<file path="config.mk">
export PLATFORM = sky130hd
export DESIGN_NAME = acc_alu_seq
export DESIGN_NICKNAME = d
export VERILOG_FILES = /design/src/rtl/acc_alu_seq.sv
export SDC_FILE = /design/constraint.sdc
export NUM_CORES = 1
export LEC_CHECK = 0
export CAP_MARGIN = 20
export CORE_ASPECT_RATIO = 1.2
export CORE_UTILIZATION = 52
export DETAILED_ROUTE_END_ITERATION = 7
export PLACE_DENSITY = 0.76
export REMOVE_ABC_BUFFERS = 1
export SYNTH_ARGS = -nofsm -noshare
export SYNTH_HDL_FRONTEND = slang
export SYNTH_SLANG_ARGS = --single-unit
</file>
<file path="constraint.sdc">
create_clock -name clk -period 2.6 [get_ports clk]
set_clock_uncertainty 0.05 [all_clocks]
set_input_delay 0.52 -clock clk [delete_from_list [all_inputs] [get_ports clk]]
set_output_delay 0.52 -clock clk [all_outputs]
set_load 0.005 [all_outputs]
</file>
<file path="src/rtl/acc_alu_seq.sv">
// Accumulator ALU with a small operand register file and a slice-serial adder.
// One command in flight; LDA/STA/AND/XOR finish in one cycle, arithmetic runs LSB slice first.
module acc_alu_seq #(
    parameter int unsigned WIDTH = 8,
    parameter int unsigned NREGS = 4,
    parameter int unsigned SLICE = 4
) (
    input  logic                     clk,
    input  logic                     rst_n,
    input  logic                     cmd_valid,
    output logic                     cmd_ready,
    input  logic [2:0]               cmd_op,
    input  logic [$clog2(NREGS)-1:0] cmd_rs,
    input  logic [$clog2(NREGS)-1:0] cmd_rd,
    input  logic [WIDTH-1:0]         cmd_data,
    output logic                     rsp_valid,
    output logic [WIDTH-1:0]         rsp_data,
    output logic                     flag_c,
    output logic                     flag_z,
    output logic                     flag_n,
    output logic                     flag_v
);

    localparam int unsigned STEPS = WIDTH / SLICE;
    localparam int unsigned CNT_W = (STEPS > 1) ? $clog2(STEPS) : 1;

    localparam logic [2:0] OP_LDA = 3'b000;
    localparam logic [2:0] OP_STA = 3'b001;
    localparam logic [2:0] OP_ADD = 3'b010;
    localparam logic [2:0] OP_SUB = 3'b011;
    localparam logic [2:0] OP_AND = 3'b110;
    localparam logic [2:0] OP_XOR = 3'b111;

    generate
        if ((WIDTH % SLICE) != 0) begin : g_bad_slice
            $error("acc_alu_seq: WIDTH must be a multiple of SLICE");
        end
    endgenerate

    typedef enum logic [1:0] {
        IDLE = 2'd0,
        EXEC = 2'd1,
        DONE = 2'd2
    } state_e;

    state_e             state_q, state_d;
    logic               ready_q, ready_d;
    logic               rsp_valid_q, rsp_valid_d;
    logic [WIDTH-1:0]   acc_q, acc_d;
    logic [WIDTH-1:0]   regs_q [NREGS];
    logic [WIDTH-1:0]   regs_d [NREGS];
    logic               c_q, c_d, z_q, z_d, n_q, n_d, v_q, v_d;
    logic [WIDTH-1:0]   a_sh_q, a_sh_d, b_sh_q, b_sh_d, res_q, res_d;
    logic               carry_q, carry_d;
    logic [CNT_W-1:0]   cnt_q, cnt_d;

    logic [WIDTH-1:0]   b_sel;
    logic [WIDTH-1:0]   logic_res;
    logic [SLICE:0]     slice_sum;
    logic [WIDTH-1:0]   res_next;
    logic               slice_ovf;

    // Next-state, datapath and registered-output logic
    always_comb begin
        state_d     = state_q;
        ready_d     = 1'b0;
        rsp_valid_d = 1'b0;
        acc_d       = acc_q;
        regs_d      = regs_q;
        c_d         = c_q;
        z_d         = z_q;
        n_d         = n_q;
        v_d         = v_q;
        a_sh_d      = a_sh_q;
        b_sh_d      = b_sh_q;
        res_d       = res_q;
        carry_d     = carry_q;
        cnt_d       = cnt_q;

        b_sel     = regs_q[cmd_rs];
        logic_res = (cmd_op == OP_AND) ? (acc_q & b_sel) : (acc_q ^ b_sel);
        slice_sum = {1'b0, a_sh_q[SLICE-1:0]} + {1'b0, b_sh_q[SLICE-1:0]}
                  + (SLICE+1)'(carry_q);
        // Completed slices shift in from the top, so after STEPS slices res is LSB-aligned
        res_next  = (res_q >> SLICE) | (WIDTH'(slice_sum[SLICE-1:0]) << (WIDTH - SLICE));
        slice_ovf = (a_sh_q[SLICE-1] == b_sh_q[SLICE-1]) &&
                    (slice_sum[SLICE-1] != a_sh_q[SLICE-1]);

        unique case (state_q)
            IDLE: begin
                if (cmd_valid && ready_q) begin
                    state_d = DONE;
                    unique case (cmd_op)
                        OP_LDA: begin
                            acc_d = cmd_data;
                            z_d   = (cmd_data == '0);
                            n_d   = cmd_data[WIDTH-1];
                        end
                        OP_STA: regs_d[cmd_rd] = acc_q;
                        OP_AND, OP_XOR: begin
                            acc_d = logic_res;
                            z_d   = (logic_res == '0);
                            n_d   = logic_res[WIDTH-1];
                            v_d   = 1'b0;
                        end
                        default: begin
                            // Subtract forms add the inverted operand; cin selects by opcode
                            state_d = EXEC;
                            a_sh_d  = acc_q;
                            b_sh_d  = cmd_op[0] ? ~b_sel : b_sel;
                            res_d   = '0;
                            cnt_d   = '0;
                            if (cmd_op == OP_ADD)      carry_d = 1'b0;
                            else if (cmd_op == OP_SUB) carry_d = 1'b1;
                            else                       carry_d = c_q;
                        end
                    endcase
                end
            end
            EXEC: begin
                a_sh_d  = a_sh_q >> SLICE;
                b_sh_d  = b_sh_q >> SLICE;
                res_d   = res_next;
                carry_d = slice_sum[SLICE];
                cnt_d   = cnt_q + CNT_W'(1);
                if (cnt_q == CNT_W'(STEPS - 1)) begin
                    state_d = DONE;
                    acc_d   = res_next;
                    c_d     = slice_sum[SLICE];
                    v_d     = slice_ovf;
                    z_d     = (res_next == '0);
                    n_d     = res_next[WIDTH-1];
                end
            end
            DONE:    state_d = IDLE;
            default: state_d = IDLE;
        endcase

        ready_d     = (state_d == IDLE);
        rsp_valid_d = (state_d == DONE);
    end

    always_ff @(posedge clk) begin
        if (!rst_n) begin
            state_q     <= IDLE;
            ready_q     <= 1'b0;
            rsp_valid_q <= 1'b0;
            acc_q       <= '0;
            regs_q      <= '{default: '0};
            c_q         <= 1'b0;
            z_q         <= 1'b0;
            n_q         <= 1'b0;
            v_q         <= 1'b0;
            a_sh_q      <= '0;
            b_sh_q      <= '0;
            res_q       <= '0;
            carry_q     <= 1'b0;
            cnt_q       <= '0;
        end else begin
            state_q     <= state_d;
            ready_q     <= ready_d;
            rsp_valid_q <= rsp_valid_d;
            acc_q       <= acc_d;
            regs_q      <= regs_d;
            c_q         <= c_d;
            z_q         <= z_d;
            n_q         <= n_d;
            v_q         <= v_d;
            a_sh_q      <= a_sh_d;
            b_sh_q      <= b_sh_d;
            res_q       <= res_d;
            carry_q     <= carry_d;
            cnt_q       <= cnt_d;
        end
    end

    assign cmd_ready = ready_q;
    assign rsp_valid = rsp_valid_q;
    assign rsp_data  = acc_q;
    assign flag_c    = c_q;
    assign flag_z    = z_q;
    assign flag_n    = n_q;
    assign flag_v    = v_q;

endmodule

</file>
Yosys cells after proc, flatten, opt, wreduce, memory -nomap -nowiden
Cells that the tools add are included.

word-level totals
  bits in registers = 74
  input port bits = 18
  output and inout bits = 14
  word-level logic and storage cells = 105

cells by class
  add/sub/neg operators = 3
  order comparisons = 3
  eq/ne operators = 14
  multiplexer cells = 45
  bitwise gates (word level) = 6
  reduce and logical (&&, ||, !) cells = 17

operators by type and width
  kind                                                              count
  8-bit 2-to-1 mux                                                  13
  8-bit one-hot mux with 2 select lines                             5
  32-bit bitwise mux                                                1
  8-bit zero test                                                   3
  8-bit binary-select mux with 2-bit select                         1
  8-bit demux with 2-bit select                                     1
  1-bit one-hot mux with 2 select lines                             7
  1-bit 2-to-1 mux                                                  13
  8-bit AND                                                         1
  8-bit NOT                                                         1
  4-bit by 8-bit bitwise OR with 8-bit output                       1
  4-bit AND reduction                                               2
  8-bit bitwise XOR                                                 1
  3-bit by 2-bit == test with 1-bit output (second input constant)  2
  3-bit == test (second input constant)                             2
  3-bit >= comparator (second input constant)                       2
  2-bit 2-to-1 mux                                                  3
  2-bit != test (second input constant)                             3
  2-bit NOT with 3-bit output                                       2
  3-bit AND reduction                                               2
  4-bit by 4-bit adder with 5-bit output                            1
  5-bit by 1-bit adder with 5-bit output                            1
  2-bit zero test                                                   2
  2-bit one-hot mux with 2 select lines                             1
  other kinds (15)                                                  17

Longest topological paths before layout
Gate-level depths: netlist (run 1).

  depth after elaboration = 10
  gate-level depth with buffers = 8
  depth with buffers taken out = 8

Worst setup path before layout (run 1)
No wires, ideal clock.

  path type = input port to flip-flop
  start point = input cmd_rs[0]
  end point = register z_q, in the netlist flag_z
  library setup time = 0.058 ns
  data arrival time = 2.531 ns
  required time = 2.492 ns
  slack = -0.040 ns
  stages = 8
  path buffers = 1
  cells stage by stage = buf_4 > mux4_2 > ha_1 > or4_1 > nor4_1 > mux2i_1 > o21ai_0 > a31o_1

between the ends
  cells in the longest elaborated chain, start to end = 10
  elaborated cells on any way between the ends = 11
  those cells by class = mux: 7; bitwise: 3; reduce/logical: 1

RTL lines
  what                                                     line  text
  start: declaration                                       13    input logic [$clog2(NREGS)-1:0] cmd_rs,
  2-bit NOT with 3-bit output (implied by the code) (*)    80    b_sel = regs_q[cmd_rs];
  8-bit binary-select mux with 2-bit select (*)            80
  8-bit 2-to-1 mux (implied by the code) (*) (2 in a row)  80
  8-bit bitwise XOR or 8-bit AND (tied branches)           81    logic_res = (cmd_op == OP_AND) ? (acc_q & b_sel) : (acc_q ^ b_sel);
  8-bit 2-to-1 mux (*)                                     81
  8-bit zero test (*)                                      102   z_d = (logic_res == '0);
  1-bit one-hot mux with 2 select lines (*)                93    unique case (cmd_op)
  1-bit 2-to-1 mux (*)                                     91    if (cmd_valid && ready_q) begin
  1-bit one-hot mux with 2 select lines (*)                89    unique case (state_q)
  end signal: assignment                                   166   z_q <= z_d;
  end: declaration                                         52    logic c_q, c_d, z_q, z_d, n_q, n_d, v_q, v_d;

Every way passes the cells marked *; elsewhere a longest branch is shown, timed or not. The select of a mux whose other input is x is not followed.
A chain may end at the register's enable or synchronous reset.

Worst setup path after layout (run 1)
Ends and elaborated chain as after synthesis.

==> flow_summary.yaml, run 1 <==
synth:
  syn_avg_cell_area_sq_um: 9.828
  ys_types: 50
  post-synth-top-count-cell: "dfxtp_1"
  synth_largest_area_cell: "dfxtp_1"
  netlist_instances: 352
  async_flop_share_pct: 0
  ys_seq_elements: 69
  synth_warnings: 0
  synth_ff_type: "dfxtp_1"
  synthTopCellsByCount: "69 x dfxtp_1, 65 x nor2_1, 45 x mux2i_1"
  syn_area_sq_um: 3460
  ys_seq_area_share_pct: 39.93
  synthTopCellsByArea: "dfxtp_1 40%, mux2i_1 13%, nor2_1 7.1%"
  synth_top_area_share_pct: 39.93
  synth_edf_count: 0
sta:
  whs_ns: 0.4118
  layout_setup_ws_ns: 0.1251
  period_share_pct: 95.19
  hold_violations: 0
  tightestPinTransition_ns: 0.8121
  period_minus_slack_ns: 2.475
  setup-violations-final: 0
  setup_tns_ns: 0
  relSlewSlack_pct: 45.36
  max_freq_ghz: 0.4041
  maxSlewViolCount: 0
  rsz0062_at_grt: "no"
place:
  routabilityCongestion: 0.8959
  pre_cts_ws_ns: -0.5817
  place_area_sq_um: 3964
  port_buffers: 31
  dp_hpwl_mm: 6.054
  dp.cells: 470
routing:
  drtIter0Drc: 206
  viasPerCell: 5.753
  routed_wl_mm: 8.344
  final_antenna_net_count: 0
  first_pass_iters: 4
  drc: 0
  wl_per_cell_microns: 17.17
  vias: 2796
setup_path:
  cpPeakStageDelay_ns: 0.55
  crit_buf_inv: 2
  crit_slowest_cell: "mux4_2"
  crit_path_end_kind: "flop"
  worstSetupPathType: "input port to flop"
  crit_required_ns: 2.85
  r2r-start: "regs_q[3]$_SDFFE_PN0P_"
  startpoint_type: "input port"
  path_max_fanout: 5
  startpoint: "cmd_rs[0]"
  r2r_slack_ns: 0.36
  crit_end: "flag_z$_SDFFE_PN0P_"
  crit_family: "simple AND/OR/NAND/NOR gates"
  cp.arrival_ns: 2.73
  r2r.worst_path.cells: 7
  crit_cells: 9
  r2r_end: "flag_z$_SDFFE_PN0P_"
  crit_chain: "dlygate4sd2_1 > buf_12 > mux4_2 > ha_4 > or4_1 > nor4_1 > mux2i_1 > o21ai_1 > a31o_1"
die:
  die_w_microns: 76.46
  rows: 32
  die_area_sq_um: 6985
  num_io_pins: 32
  die_h_microns: 91.35
  core_sq_um: 6446
  start_util_pct: 53.67
status:
  outcome: "finished clean"
grt:
  busiest_layer: "met2"
  grt_util_met1_pct: 28.54
  grt_max_degree: 53
  antenna_found_initial: 0
  grt_pass1_wl_mm: 13.57
  overflow: 0
  grt_pass1_vias: 2776
  grt.total_usage_pct: 25.38
  use_met2_pct: 45.42
  grt_util_met3_pct: 3.417
cts:
  cts_tree: "built"
  post_cts_buffers: 0
  ctsHtreeMaxLevel: 3
  cts.path.max_buffers: 2
  ctsHoldBuffers: 0
  cts_sinks: 69
  clk_pin_slew_ns: 0.07
  cts-root-buf: "clkbuf_8"
  clock_latency_ns: 0.36
  cts_inserted_buffers: 9
finish:
  nets: 427
  design_area_sq_um: 4145
  fillers: 562
  syn_to_final_growth_pct: 19.82
  final_cells: 486
  n_antenna_cell: 0
  drive_gt1_share_pct: 15.71
  final_util_pct: 64.31
run:
  maxCapViolCount: 0
power_and_ir_drop:
  power_density_nw_per_um2: 529.1
  leakage_nw: 1.772
  peakVddDrop_uv: 354.9
  total_power_mw: 2.193
min_path:
  hp-class: "flop to flop"
placed cells by master, fill, tap and decap left out, types with 2 or more instances in the layout:
master and n:
a222oi_1 4, dlygate4sd2_1 2, a211oi_2 4, dfxtp_1 69
nor2b_1 2, a211oi_1 7, buf_12 2, o221ai_1 4
nor4_1 4, or4_1 2, buf_4 26, a21oi_1 23
clkinv_2 4, a22oi_1 2, clkbuf_8 9, clkdlybuf4s50_1 29
fa_1 2, nand2_1 12, mux2i_1 45, ha_4 2
a31oi_1 2, mux4_2 8, nor2_1 65, o21ai_0 5
inv_1 9, nor3_1 3, xor2_1 6, ha_1 9
a221oi_1 3, xnor2_1 6, nand4b_1 3, nor3b_1 2
clkbuf_1 2, o211ai_1 2
flip-flops by register name, indices dropped and copies added, names as in the netlist:
name	flops
b_sh_q	8
rsp_data	8
rsp_valid	1
res_q	4
flag_z	1
flag_v	1
flag_c	1
regs_q	32
state_q	2
cmd_ready	1
a_sh_q	8
carry_q	1
cnt_q	1
power by group:
group	total (mW)	internal [mW]	switching [mW]
clock	0.743	0.339	0.404
sequential	1.12	1.09	0.0343
combinational	0.328	0.155	0.173
tightest hold or removal path, delay by kind of cell (launching register included):
family / cells / cell delay [ns]
and+or+nand+nor: 1 / 0.05
DFF: 1 / 0.31
AOI/OAI and AO/OA: 1 / 0.05
timing repair:
item / CTS / global route
gates cloned: 0 / 0
gates resized for setup: 5 / 0
endpoints found under the setup margin: 1 / 1
pin swaps: 1 / 1
worst min-delay path by stage:
stage,startpoint,endpoint,slack [ns],cells after the start
5_1_grt,a_sh_q[2]$_SDFFE_PN0P_,a_sh_q[2]$_SDFFE_PN0P_,0.45,2
4_1_cts,flag_v$_SDFFE_PN0P_,flag_v$_SDFFE_PN0P_,0.42,2
3_3_place_gp,a_sh_q[2]$_SDFFE_PN0P_,a_sh_q[2]$_SDFFE_PN0P_,0.40,2
2_1_floorplan,a_sh_q[2]$_SDFFE_PN0P_,a_sh_q[2]$_SDFFE_PN0P_,0.38,2
6_report,flag_v$_SDFFE_PN0P_,flag_v$_SDFFE_PN0P_,0.41,2
3_5_place_dp,flag_v$_SDFFE_PN0P_,flag_v$_SDFFE_PN0P_,0.41,2
per-layer routing:
| metal | up-vias | routed length [microns] |
|---|---|---|
| li1 | 1357 | - |
| met2 | 54 | 4451 |
| met4 | 0 | 206 |
| met3 | 14 | 279 |
| met1 | 1371 | 3406 |
| met5 | - | 0 |
cell families after synthesis:
group | Yosys count | share of synthesized area [%]
AND/OR/NAND/NOR | 103 | 14.50
AO/OA/AOI/OAI | 65 | 13.49
multiplexers | 54 | 18.55
flip-flops | 69 | 39.93
buffers and inverters | 36 | 5.352
adder cells (fa/ha/maj) | 13 | 5.136
XOR/XNOR | 12 | 3.038
layout make-up:
class                      instances  area, sq um  area share [%]
tap                               85        106.4           2.566
multi-input combinational        247         1918           46.27
clock buffer                      11        131.4           3.169
timing repair buffer              59        543.0           13.10
clock inverter                     5        27.53          0.6641
inverter                          10        37.54          0.9055
sequential                        69         1381           33.32
No activity file was read; power rests on OpenSTA's default activity.
==> inputs of run 2 (changes only) <==
--- a/config.mk
+++ b/config.mk
@@ -9,6 +9,7 @@
 export CORE_ASPECT_RATIO = 1.2
 export CORE_UTILIZATION = 52
 export DETAILED_ROUTE_END_ITERATION = 7
+export HOLD_SLACK_MARGIN = 0.03
 export PLACE_DENSITY = 0.76
 export REMOVE_ABC_BUFFERS = 1
 export SYNTH_ARGS = -nofsm -noshare
==> results of run 2 <==
Same layout as run 1: the final DEF is identical, and so are final timing and power.
==> inputs of run 3 (changes only) <==
--- a/config.mk
+++ b/config.mk
@@ -8,10 +8,12 @@
 export CAP_MARGIN = 20
 export CORE_ASPECT_RATIO = 1.2
 export CORE_UTILIZATION = 52
+export CTS_CLUSTER_DIAMETER = 50
 export DETAILED_ROUTE_END_ITERATION = 7
 export HOLD_SLACK_MARGIN = 0.03
 export PLACE_DENSITY = 0.76
 export REMOVE_ABC_BUFFERS = 1
+export SKIP_CTS_REPAIR_TIMING = 1
 export SYNTH_ARGS = -nofsm -noshare
 export SYNTH_HDL_FRONTEND = slang
 export SYNTH_SLANG_ARGS = --single-unit
==> flow_summary.yaml, run 3 (synthesis gave the netlist of run 1 again) <==
sta:
  tightestPinTransition_ns: 0.7879
  setup_tns_ns: 0
  period_share_pct: 94.05
  rsz0062_at_grt: "no"
  period_minus_slack_ns: 2.445
  hold_violations: 0
  maxSlewViolCount: 0
  whs_ns: 0.4117
  max_freq_ghz: 0.4090
  relSlewSlack_pct: 46.99
  layout_setup_ws_ns: 0.1548
  setup-violations-final: 0
cts:
  clock_latency_ns: 0.36
  cts_sinks: 69
  cts.path.max_buffers: 2
  cts_inserted_buffers: 9
  cts-root-buf: "clkbuf_8"
  clk_pin_slew_ns: 0.07
  ctsHtreeMaxLevel: 3
  cts_tree: "built"
finish:
  drive_gt1_share_pct: 15.71
  top_register: "regs_q"
  n_antenna_cell: 0
  final_cells: 486
  syn_to_final_growth_pct: 20.04
  layout_commonest_cell: "dfxtp_1"
  final_util_pct: 64.42
  nets: 427
  design_area_sq_um: 4153
  layout_common_cells: "69 x dfxtp_1, 65 x nor2_1, 45 x mux2i_1, 29 x clkdlybuf4s50_1, 26 x buf_4"
  largest_reg_flops: 32
power_and_ir_drop:
  peakVddDrop_uv: 350.7
  switching_power_uw: 610.7
  pwr-share-clk_pct: 33.8
  p_comb_share_pct: 15.0
  total_power_mw: 2.194
  power_density_nw_per_um2: 528.3
  leakage_nw: 1.788
  pwr-share-seq_pct: 51.2
  p_int_mw: 1.583
  power.share.switching_pct: 27.84
place:
  port_buffers: 31
  routabilityCongestion: 0.8959
  dp_hpwl_mm: 6.054
  dp.cells: 470
  place_area_sq_um: 3964
  pre_cts_ws_ns: -0.5817
setup_path:
  crit_chain: "dlymetal6s2s_1 > buf_12 > mux4_2 > ha_4 > or4_1 > nor4_1 > mux2i_1 > o21ai_1 > a31o_1"
  crit_buf_inv: 2
  crit_family: "simple AND/OR/NAND/NOR gates"
  worstSetupPathType: "input port to flop"
  startpoint_type: "input port"
  cp.arrival_ns: 2.70
  path_max_fanout: 5
  crit_slowest_cell: "mux4_2"
  crit_cells: 9
  r2r_slack_ns: 0.28
  cpPeakStageDelay_ns: 0.55
  r2r-start: "regs_q[3]$_SDFFE_PN0P_"
  r2r.worst_path.cells: 7
  crit_path_end_kind: "flop"
  r2r_end: "flag_z$_SDFFE_PN0P_"
  crit_required_ns: 2.86
grt:
  grt_max_degree: 53
  grt_pass1_wl_mm: 13.37
  grt.total_usage_pct: 25.06
  antenna_found_initial: 0
  overflow: 0
  grt_pass1_vias: 2751
min_path:
  whs_path_depth: 2
  whs_endpoint: "flag_v$_SDFFE_PN0P_"
  hold_start: "flag_v$_SDFFE_PN0P_"
  hp-class: "flop to flop"
die:
  die_area_sq_um: 6985
  die_h_microns: 91.35
  num_io_pins: 32
  rows: 32
  start_util_pct: 53.67
  core_sq_um: 6446
  die_w_microns: 76.46
status:
  outcome: "finished clean"
routing:
  wl_per_cell_microns: 17.12
  drtIter0Drc: 193
  vias: 2803
  drc: 0
  viasPerCell: 5.767
  final_antenna_net_count: 0
  routed_wl_mm: 8.318
  first_pass_iters: 4
run:
  maxCapViolCount: 0
==> run 3: cell count changes in the layout (fill, tap and decap cells not counted), sizes merged <==
cell / before / now
dlymetal6s2s: 0 / 2
dlygate4sd2: 2 / 0
==> run 3: area by class of cell <==
class | instances | area [sq um]
Fill cell | 560 | 2293
Clock buffer | 11 | 131.4
Timing Repair Buffer | 59 | 550.5
Inverter | 10 | 37.54
Sequential cell | 69 | 1381
Clock inverter | 5 | 27.53
Tap cell | 85 | 106.4
Multi-Input combinational cell | 247 | 1918
==> run 3: worst register-to-register path, stage by stage, from the launching register on <==
cell,delay (ns)
dfxtp_1,0.32
mux4_2,0.52
ha_4,0.24
or4_1,0.51
nor4_1,0.23
mux2i_1,0.12
o21ai_1,0.13
a31o_1,0.13
==> run 3: routing by layer <==
layer  GRT usage (%)  part of all wire [%]
met1           28.49                    40
met2           44.37                    53
met3           3.417                   4.1
met4           14.90                   2.8
met5               0                     0
==> run 3: power by group through the flow <==
stage,logic (mW),clock network [mW],registers (mW)
floorplan,0.172,0,1.14
global placement,0.317,0,1.14
detailed placement,0.324,0,1.14
CTS,0.326,0.751,1.12
global route,0.359,0.783,1.13
finish,0.329,0.742,1.12
==> run 3: worst max-delay path by stage <==
stage / start / slack (ns) / end
after global placement: cmd_rs[0] / -0.57 / flag_z$_SDFFE_PN0P_
after detailed placement: cmd_rs[0] / -0.58 / flag_z$_SDFFE_PN0P_
after floorplan: cmd_rs[0] / 0.17 / flag_z$_SDFFE_PN0P_
after global routing: cmd_rs[0] / 0.07 / flag_z$_SDFFE_PN0P_
final: cmd_rs[0] / 0.15 / flag_z$_SDFFE_PN0P_
after CTS: cmd_rs[0] / -0.21 / flag_z$_SDFFE_PN0P_
